### config.mk
export PLATFORM = sky130hd
export DESIGN_NAME = pmu_domain_sequencer
export DESIGN_NICKNAME = d
export VERILOG_FILES = /design/src/rtl/pmu_domain_sequencer_pkg.sv /design/src/rtl/pmu_domain_sequencer_timer.sv /design/src/rtl/pmu_domain_sequencer.sv
export SDC_FILE = /design/constraint.sdc
export NUM_CORES = 1
export LEC_CHECK = 0
export BUFFER_PORTS_ARGS = -buffer_cell sky130_fd_sc_hd__buf_2
export CELL_PAD_IN_SITES_DETAIL_PLACEMENT = 1
export CELL_PAD_IN_SITES_GLOBAL_PLACEMENT = 1
export CORE_MARGIN = 2
export CORE_UTILIZATION = 34
export DETAILED_ROUTE_END_ITERATION = 10
export MAX_ROUTING_LAYER = met4
export PLACE_DENSITY_LB_ADDON = 0.1
export SETUP_SLACK_MARGIN = 0.5
export SYNTH_ARGS = -nofsm -noshare
export SYNTH_HDL_FRONTEND = slang
export SYNTH_SLANG_ARGS = --single-unit
### constraint.sdc
create_clock -name clk_i -period 4.4 [get_ports clk_i]
set_clock_uncertainty 0.1 [all_clocks]
set_input_delay 0.88 -clock clk_i [delete_from_list [all_inputs] [get_ports clk_i]]
set_output_delay 0.88 -clock clk_i [all_outputs]
set_load 0.01 [all_outputs]
### src/rtl/pmu_domain_sequencer_pkg.sv
// Shared types and helpers for the power-domain sequencer: FSM state encoding,
// domain index constants and the priority pickers used by the SCAN step.
package pmu_seq_pkg;

  localparam int N_DOM_DEF   = 5;
  localparam int DOM_MAX     = 8;  // err_dom_o is 3 bits wide, so at most 8 domains

  localparam int DOM_LOGIC   = 0;
  localparam int DOM_L2      = 1;
  localparam int DOM_L2_UDMA = 2;
  localparam int DOM_L1      = 3;
  localparam int DOM_UDMA    = 4;

  typedef enum logic [3:0] {
    ST_IDLE,
    ST_SCAN,
    ST_DN_CLK,
    ST_DN_ISO,
    ST_DN_RST,
    ST_DN_SLEEP,
    ST_DN_WAIT,
    ST_UP_WAKE,
    ST_UP_WAIT,
    ST_UP_SETTLE,
    ST_UP_ISO,
    ST_UP_CLK,
    ST_ERR,
    ST_DONE
  } seq_state_e;

  function automatic logic [2:0] pick_highest(input logic [DOM_MAX-1:0] v);
    logic [2:0] idx;
    idx = '0;
    for (int i = 0; i < DOM_MAX; i++) begin
      if (v[i]) idx = 3'(i);
    end
    return idx;
  endfunction

  function automatic logic [2:0] pick_lowest(input logic [DOM_MAX-1:0] v);
    logic [2:0] idx;
    idx = '0;
    for (int i = DOM_MAX - 1; i >= 0; i--) begin
      if (v[i]) idx = 3'(i);
    end
    return idx;
  endfunction

endpackage

### src/rtl/pmu_domain_sequencer_timer.sv
// Saturating cycle counter with clear/enable and a terminal-count compare.
// One instance serves both the ack timeout and the post-wake settle delay.
module pmu_seq_timer #(
  parameter int CNT_W = 8
) (
  input  logic             clk_i,
  input  logic             rstn_i,
  input  logic             i_clr,
  input  logic             i_en,
  input  logic [CNT_W-1:0] i_tc,
  output logic             o_tc
);

  logic [CNT_W-1:0] r_cnt;

  // Clear wins over enable; the count sticks at all-ones instead of wrapping.
  always_ff @(posedge clk_i) begin
    if (!rstn_i) begin
      r_cnt <= '0;
    end else if (i_clr) begin
      r_cnt <= '0;
    end else if (i_en && (r_cnt != '1)) begin
      r_cnt <= r_cnt + 1'b1;
    end
  end

  assign o_tc = (r_cnt >= i_tc);

endmodule

### src/rtl/pmu_domain_sequencer.sv
// Power-domain sequencer: walks one domain at a time through clock-gate, isolate,
// reset and switch-off (or the reverse) until the committed on-mask matches the target.
module pmu_domain_sequencer
  import pmu_seq_pkg::*;
#(
  parameter int N_DOM       = N_DOM_DEF,
  parameter int ACK_TIMEOUT = 255,
  parameter int SETTLE_CYC  = 4,
  parameter int CNT_W       = 8
) (
  input  logic             clk_i,
  input  logic             rstn_i,
  input  logic             req_valid_i,
  output logic             req_ready_o,
  input  logic [N_DOM-1:0] req_mask_i,
  output logic [N_DOM-1:0] sleep_send_o,
  input  logic [N_DOM-1:0] sleep_ack_i,
  output logic [N_DOM-1:0] iso_en_o,
  output logic [N_DOM-1:0] dom_rstn_o,
  output logic [N_DOM-1:0] clk_en_o,
  output logic [N_DOM-1:0] on_mask_o,
  output logic             busy_o,
  output logic             done_o,
  output logic             err_o,
  output logic [2:0]       err_dom_o
);

  localparam logic [CNT_W-1:0] ACK_TC    = CNT_W'(ACK_TIMEOUT - 1);
  localparam logic [CNT_W-1:0] SETTLE_TC = CNT_W'(SETTLE_CYC - 1);

  seq_state_e       r_state;
  seq_state_e       w_state_nxt;

  logic [N_DOM-1:0] r_target,   w_target_nxt;
  logic [N_DOM-1:0] r_on_mask,  w_on_nxt;
  logic [N_DOM-1:0] r_sleep,    w_sleep_nxt;
  logic [N_DOM-1:0] r_iso,      w_iso_nxt;
  logic [N_DOM-1:0] r_rstn,     w_rstn_nxt;
  logic [N_DOM-1:0] r_clk_en,   w_clk_nxt;
  logic [2:0]       r_dom,      w_dom_nxt;
  logic             r_err,      w_err_nxt;
  logic [2:0]       r_err_dom,  w_err_dom_nxt;

  logic [N_DOM-1:0] w_off_set;
  logic [N_DOM-1:0] w_on_set;
  logic [N_DOM-1:0] w_dom_oh;
  logic             w_ack;
  logic             w_tmr_clr;
  logic             w_tmr_en;
  logic [CNT_W-1:0] w_tmr_tc;
  logic             w_tmr_done;

  assign w_off_set = r_on_mask & ~r_target;
  assign w_on_set  = ~r_on_mask & r_target;
  assign w_dom_oh  = N_DOM'(1) << r_dom;
  assign w_ack     = |(sleep_ack_i & w_dom_oh);
  assign w_tmr_tc  = (r_state == ST_UP_SETTLE) ? SETTLE_TC : ACK_TC;

  pmu_seq_timer #(
    .CNT_W (CNT_W)
  ) u_timer (
    .clk_i  (clk_i),
    .rstn_i (rstn_i),
    .i_clr  (w_tmr_clr),
    .i_en   (w_tmr_en),
    .i_tc   (w_tmr_tc),
    .o_tc   (w_tmr_done)
  );

  always_ff @(posedge clk_i) begin
    if (!rstn_i) begin
      r_state <= ST_IDLE;
    end else begin
      r_state <= w_state_nxt;
    end
  end

  always_comb begin
    w_state_nxt = r_state;
    case (r_state)
      ST_IDLE:      if (req_valid_i) w_state_nxt = ST_SCAN;
      ST_SCAN: begin
        if (w_off_set != '0)     w_state_nxt = ST_DN_CLK;
        else if (w_on_set != '0) w_state_nxt = ST_UP_WAKE;
        else                     w_state_nxt = ST_DONE;
      end
      ST_DN_CLK:    w_state_nxt = ST_DN_ISO;
      ST_DN_ISO:    w_state_nxt = ST_DN_RST;
      ST_DN_RST:    w_state_nxt = ST_DN_SLEEP;
      ST_DN_SLEEP:  w_state_nxt = ST_DN_WAIT;
      ST_DN_WAIT: begin
        if (w_ack)           w_state_nxt = ST_SCAN;
        else if (w_tmr_done) w_state_nxt = ST_ERR;
      end
      ST_UP_WAKE:   w_state_nxt = ST_UP_WAIT;
      ST_UP_WAIT: begin
        if (!w_ack)          w_state_nxt = ST_UP_SETTLE;
        else if (w_tmr_done) w_state_nxt = ST_ERR;
      end
      ST_UP_SETTLE: if (w_tmr_done) w_state_nxt = ST_UP_ISO;
      ST_UP_ISO:    w_state_nxt = ST_UP_CLK;
      ST_UP_CLK:    w_state_nxt = ST_SCAN;
      ST_ERR:       w_state_nxt = ST_IDLE;
      ST_DONE:      w_state_nxt = ST_IDLE;
      default:      w_state_nxt = ST_IDLE;
    endcase
  end

  // Each state touches only the bits of r_dom, so a single domain moves per cycle.
  always_comb begin
    w_target_nxt  = r_target;
    w_on_nxt      = r_on_mask;
    w_sleep_nxt   = r_sleep;
    w_iso_nxt     = r_iso;
    w_rstn_nxt    = r_rstn;
    w_clk_nxt     = r_clk_en;
    w_dom_nxt     = r_dom;
    w_err_nxt     = r_err;
    w_err_dom_nxt = r_err_dom;
    w_tmr_clr     = 1'b0;
    w_tmr_en      = 1'b0;
    case (r_state)
      ST_IDLE: begin
        if (req_valid_i) begin
          w_target_nxt = req_mask_i;
          w_err_nxt    = 1'b0;
        end
      end
      ST_SCAN: begin
        if (w_off_set != '0)     w_dom_nxt = pick_highest(DOM_MAX'(w_off_set));
        else if (w_on_set != '0) w_dom_nxt = pick_lowest(DOM_MAX'(w_on_set));
      end
      ST_DN_CLK:   w_clk_nxt  = r_clk_en & ~w_dom_oh;
      ST_DN_ISO:   w_iso_nxt  = r_iso | w_dom_oh;
      ST_DN_RST:   w_rstn_nxt = r_rstn & ~w_dom_oh;
      ST_DN_SLEEP: begin
        w_sleep_nxt = r_sleep | w_dom_oh;
        w_tmr_clr   = 1'b1;
      end
      ST_DN_WAIT: begin
        if (w_ack) w_on_nxt = r_on_mask & ~w_dom_oh;
        else       w_tmr_en = 1'b1;
      end
      ST_UP_WAKE: begin
        w_sleep_nxt = r_sleep & ~w_dom_oh;
        w_tmr_clr   = 1'b1;
      end
      ST_UP_WAIT: begin
        if (!w_ack) w_tmr_clr = 1'b1;
        else        w_tmr_en  = 1'b1;
      end
      ST_UP_SETTLE: begin
        w_tmr_en = 1'b1;
        if (w_tmr_done) w_rstn_nxt = r_rstn | w_dom_oh;
      end
      ST_UP_ISO:   w_iso_nxt = r_iso & ~w_dom_oh;
      ST_UP_CLK: begin
        w_clk_nxt = r_clk_en | w_dom_oh;
        w_on_nxt  = r_on_mask | w_dom_oh;
      end
      ST_ERR: begin
        w_err_nxt     = 1'b1;
        w_err_dom_nxt = r_dom;
      end
      default: ;
    endcase
  end

  always_ff @(posedge clk_i) begin
    if (!rstn_i) begin
      r_target  <= '1;
      r_on_mask <= '1;
      r_sleep   <= '0;
      r_iso     <= '0;
      r_rstn    <= '1;
      r_clk_en  <= '1;
      r_dom     <= '0;
      r_err     <= 1'b0;
      r_err_dom <= '0;
    end else begin
      r_target  <= w_target_nxt;
      r_on_mask <= w_on_nxt;
      r_sleep   <= w_sleep_nxt;
      r_iso     <= w_iso_nxt;
      r_rstn    <= w_rstn_nxt;
      r_clk_en  <= w_clk_nxt;
      r_dom     <= w_dom_nxt;
      r_err     <= w_err_nxt;
      r_err_dom <= w_err_dom_nxt;
    end
  end

  // Handshake: a request transfers on a rising edge where req_valid_i & req_ready_o;
  // ready is high only in IDLE and a valid seen while busy is dropped, not queued.
  assign req_ready_o  = (r_state == ST_IDLE);
  assign busy_o       = ~req_ready_o;
  assign done_o       = (r_state == ST_DONE);
  assign err_o        = r_err;
  assign err_dom_o    = r_err_dom;
  assign sleep_send_o = r_sleep;
  assign iso_en_o     = r_iso;
  assign dom_rstn_o   = r_rstn;
  assign clk_en_o     = r_clk_en;
  assign on_mask_o    = r_on_mask;

  logic [N_DOM-1:0] w_chg;
  assign w_chg = (w_sleep_nxt ^ r_sleep) | (w_iso_nxt ^ r_iso) | (w_rstn_nxt ^ r_rstn)
               | (w_clk_nxt ^ r_clk_en) | (w_on_nxt ^ r_on_mask);

  a_iso_covers_off: assert property (@(posedge clk_i) disable iff (!rstn_i)
    ~|((r_sleep | ~r_rstn) & ~r_iso));
  a_clk_off_when_iso: assert property (@(posedge clk_i) disable iff (!rstn_i)
    ~|(r_iso & r_clk_en));
  a_one_domain_moves: assert property (@(posedge clk_i) disable iff (!rstn_i)
    $onehot0(w_chg));

endmodule

==> metrics.md <==
| Metric | Value |
|---|---|
| Gpl congestion | 0.835 |
| DP HPWL | approximately 6 mm |
| Least-Margin Pin Slew | 0.862 ns |
| Worst Setup Start Kind | flop |
| Buf/Inv on CP | 1 |
| First-pass GRT wire length | 13.7 mm |
| Port Buf Inserts | 44 |
| I/O pin total | 45 |
| Post-synth EDFFs | 0 |
| RSZ-0062 raised after global routing | no |
| Post-cts hold buffer count | 0 |
| Relative slew slack | 42.5% |
| Clock Sinks | 49 |
| Reg2reg setup slack | between 1 and 1.5 ns |
| Final nets | 400 |
| F_max | 321 MHz |
| Largest stage delay on the critical path | 0.90 ns |
| Root buf cell | clkbuf_8 |
| P_leak | 1.26 nW |
| Commonest non-fill, non-tap cell in the layout | dfxtp_1 |
| Routed vias | 2,641 |
| Antenna-violating nets left | 0 |
| TritonCTS buffer count | 5 |
| Max Cap Viol | 0 |
| Ys Warns | 0 |
| Synth Cell Area | 2740 um2 |
| Worst setup EP type | flop |
| Slew Limit Fails | 0 |
| Kind of critical path | flop to flop |
| Post-CTS sizing | 0 |
| Hold path depth | 2 |
| ANT cells | 0 |
| Setup TNS | 0 ns |
| Fillers | approximately 990 |
| Worst setup path startpoint | r_state[1]$_SDFFE_PN0P_ |
| Worst reg2reg path depth | 8 |
| Final Hold Viols | 0 |
| DR pass1 iterations | 4 |
| Die Ht | around 94 um |
| Vias in the first global route | 2,672 |
| Netlist cell types | between 50 and 60 |
| Skew-Pair Late Insertion Delay | 0.30 ns |
| Vias per std cell | around 5.4 |
| Clock Pin Slew Worst Setup and Hold Paths | 0.10 ns |
| Clock Path Buffers | 2 |
| Max FO, Critical Path | 26 |
| Initial antenna violation count | 0 |
| Tmin final | 3.11 ns |
| Outcome | completed |
| Max IR drop VDD | 0.270 mV |
| Postcts setup bufs | 0 |
| Final core utilization | 40.5% |
| Die Area | 8800 um2 |
| Cell Chain, Critical Path | nand4bb_1, inv_1, ha_1, a21oi_1, nand2_1, nor4_1, nand2b_1, o211ai_1 |
| CP delay by family, top | simple AND/OR/NAND/NOR gates |
| Final setup fails | 0 |
| Net Count, Synth | 365 |
| Total GRT Usage | about 20% |
| DRT iter0 DRCs | 105 |
| Die X | 93.8 um |
| Ratio of cells with drive above 1 in the final layout | 16.7% |
| Seq/Total Area, Yosys | 35.8% |
| Synth Instances | between 300 and 400 |
| Total routed wirelength | 8.26 mm |
| Arrival time worst endpoint | about 3.2 ns |
| Largest net degree at the start of global routing | 33 |
| FFs w/ async S/R, synth | 0% |
| Core box area | 7770 um2 |
| DR WL/cell | 17.0 um |
| Most frequent cells in the layout | dfxtp_1 (49), buf_2 (44), nor2_1 (43) |
| Worst EP required | approximately 4.4 ns |
| Ys flop type | dfxtp_1 |
| Area grow syn2layout | 14.8% |
| Site Rows | 32 |
| CTS tree | done |
| P per Cell Area | just over 500 nW/um2 |
| DRC | 0 |
| R2r startpoint | r_state[1]$_SDFFE_PN0P_ |
| Yosys reg bits | 49 |
| Grt total ovfl | 0 |
| Worst hold path type | flop to flop |
| H-tree depth | 2 |
| Post-synthesis area per instance | 7.88 um2 |
| Final worst-path cycle share | 70.8% |
| CP max stage cell | dfxtp_1 |
| Initial Util | 35.3% |
## power breakdown
part           switching (W)  internal, W
clock               0.000163     0.000185
combinational       0.000406     0.000240
sequential          0.000121     0.000497
## logic make-up after synthesis
group | synth area share [%]
buf+inv | 4.02
compound gates | 23.5
simple gates | 28.3
flops | 35.8
mux | 5.07
xor+xnor | 1.60
fa+ha+maj | 1.83
## per-stage QoR
stage,hold slack (ns),cells,setup WS (ns),power [W],area [um2]
floorplan,0.361,348,1.92,0.00108,2740
finish,0.376,486,1.29,0.00161,3150
CTS,0.377,486,1.30,0.00163,3150
global placement,0.349,478,1.47,0.00126,3030
detailed placement,0.361,478,1.34,0.00127,3030
global route,0.395,486,0.937,0.00174,3150
## Yosys cell counts (6+ instances only)
| cell type | instances | area share [%] |
|---|---|---|
| dfxtp_1 | 49 | 36 |
| nor3_1 | 12 | 2.2 |
| nand2_1 | 36 | 4.9 |
| o21ai_0 | 29 | 5.3 |
| nand2b_1 | 16 | 3.7 |
| nand3_1 | 22 | 4.0 |
| a41oi_1 | 6 | 1.9 |
| inv_1 | 11 | 1.5 |
| o211ai_1 | 6 | 1.6 |
| a211oi_1 | 6 | 1.6 |
| nor2_1 | 43 | 5.9 |
| clkbuf_1 | 12 | 1.6 |
| mux2i_1 | 9 | 3.3 |
| nor2b_1 | 7 | 1.6 |
| a21oi_1 | 15 | 2.7 |
## how the worst max path moves through the flow
stage	end	depth (start not counted)	slack (ns)
floorplan	u_timer.r_cnt[4]$_SDFFE_PP0P_	5	1.92
global placement	flop	8	1.47
detailed placement	flop	8	1.34
CTS	flop	8	1.30
global route	flop	8	0.94
finish	flop	8	1.29
## worst register-to-register path: stages, from the launching register on
cell and delay, ns:
dfxtp_1 0.90, nand4bb_1 0.26, inv_1 0.16, ha_1 0.34, a21oi_1 0.14, nand2_1 0.12
nor4_1 0.48, nand2b_1 0.30, o211ai_1 0.16
## routing by layer
metal  part of all wire [%]  vias up  track usage [%]
met5                      0        -                -
met4                   0.64        0             3.26
met3                    2.6        6             2.81
met2                     46       34             31.4
met1                     50     1268             27.7
li1                       -     1333                -
## area by class of cell
| cell class | instances | area (um2) | share of cell area [%] |
|---|---|---|---|
| Clock buffer | 6 | 82.6 | 2.62 |
| Sequential cell | 49 | 981 | 31.2 |
| Tap cell | 102 | 128 | 4.05 |
| Timing Repair Buffer | 45 | 228 | 7.23 |
| Inverter | 11 | 41.3 | 1.31 |
| Clock inverter | 2 | 37.5 | 1.19 |
| Multi-Input combinational cell | 271 | 1650 | 52.4 |
Note: power is estimated with default switching activity, not from simulation.
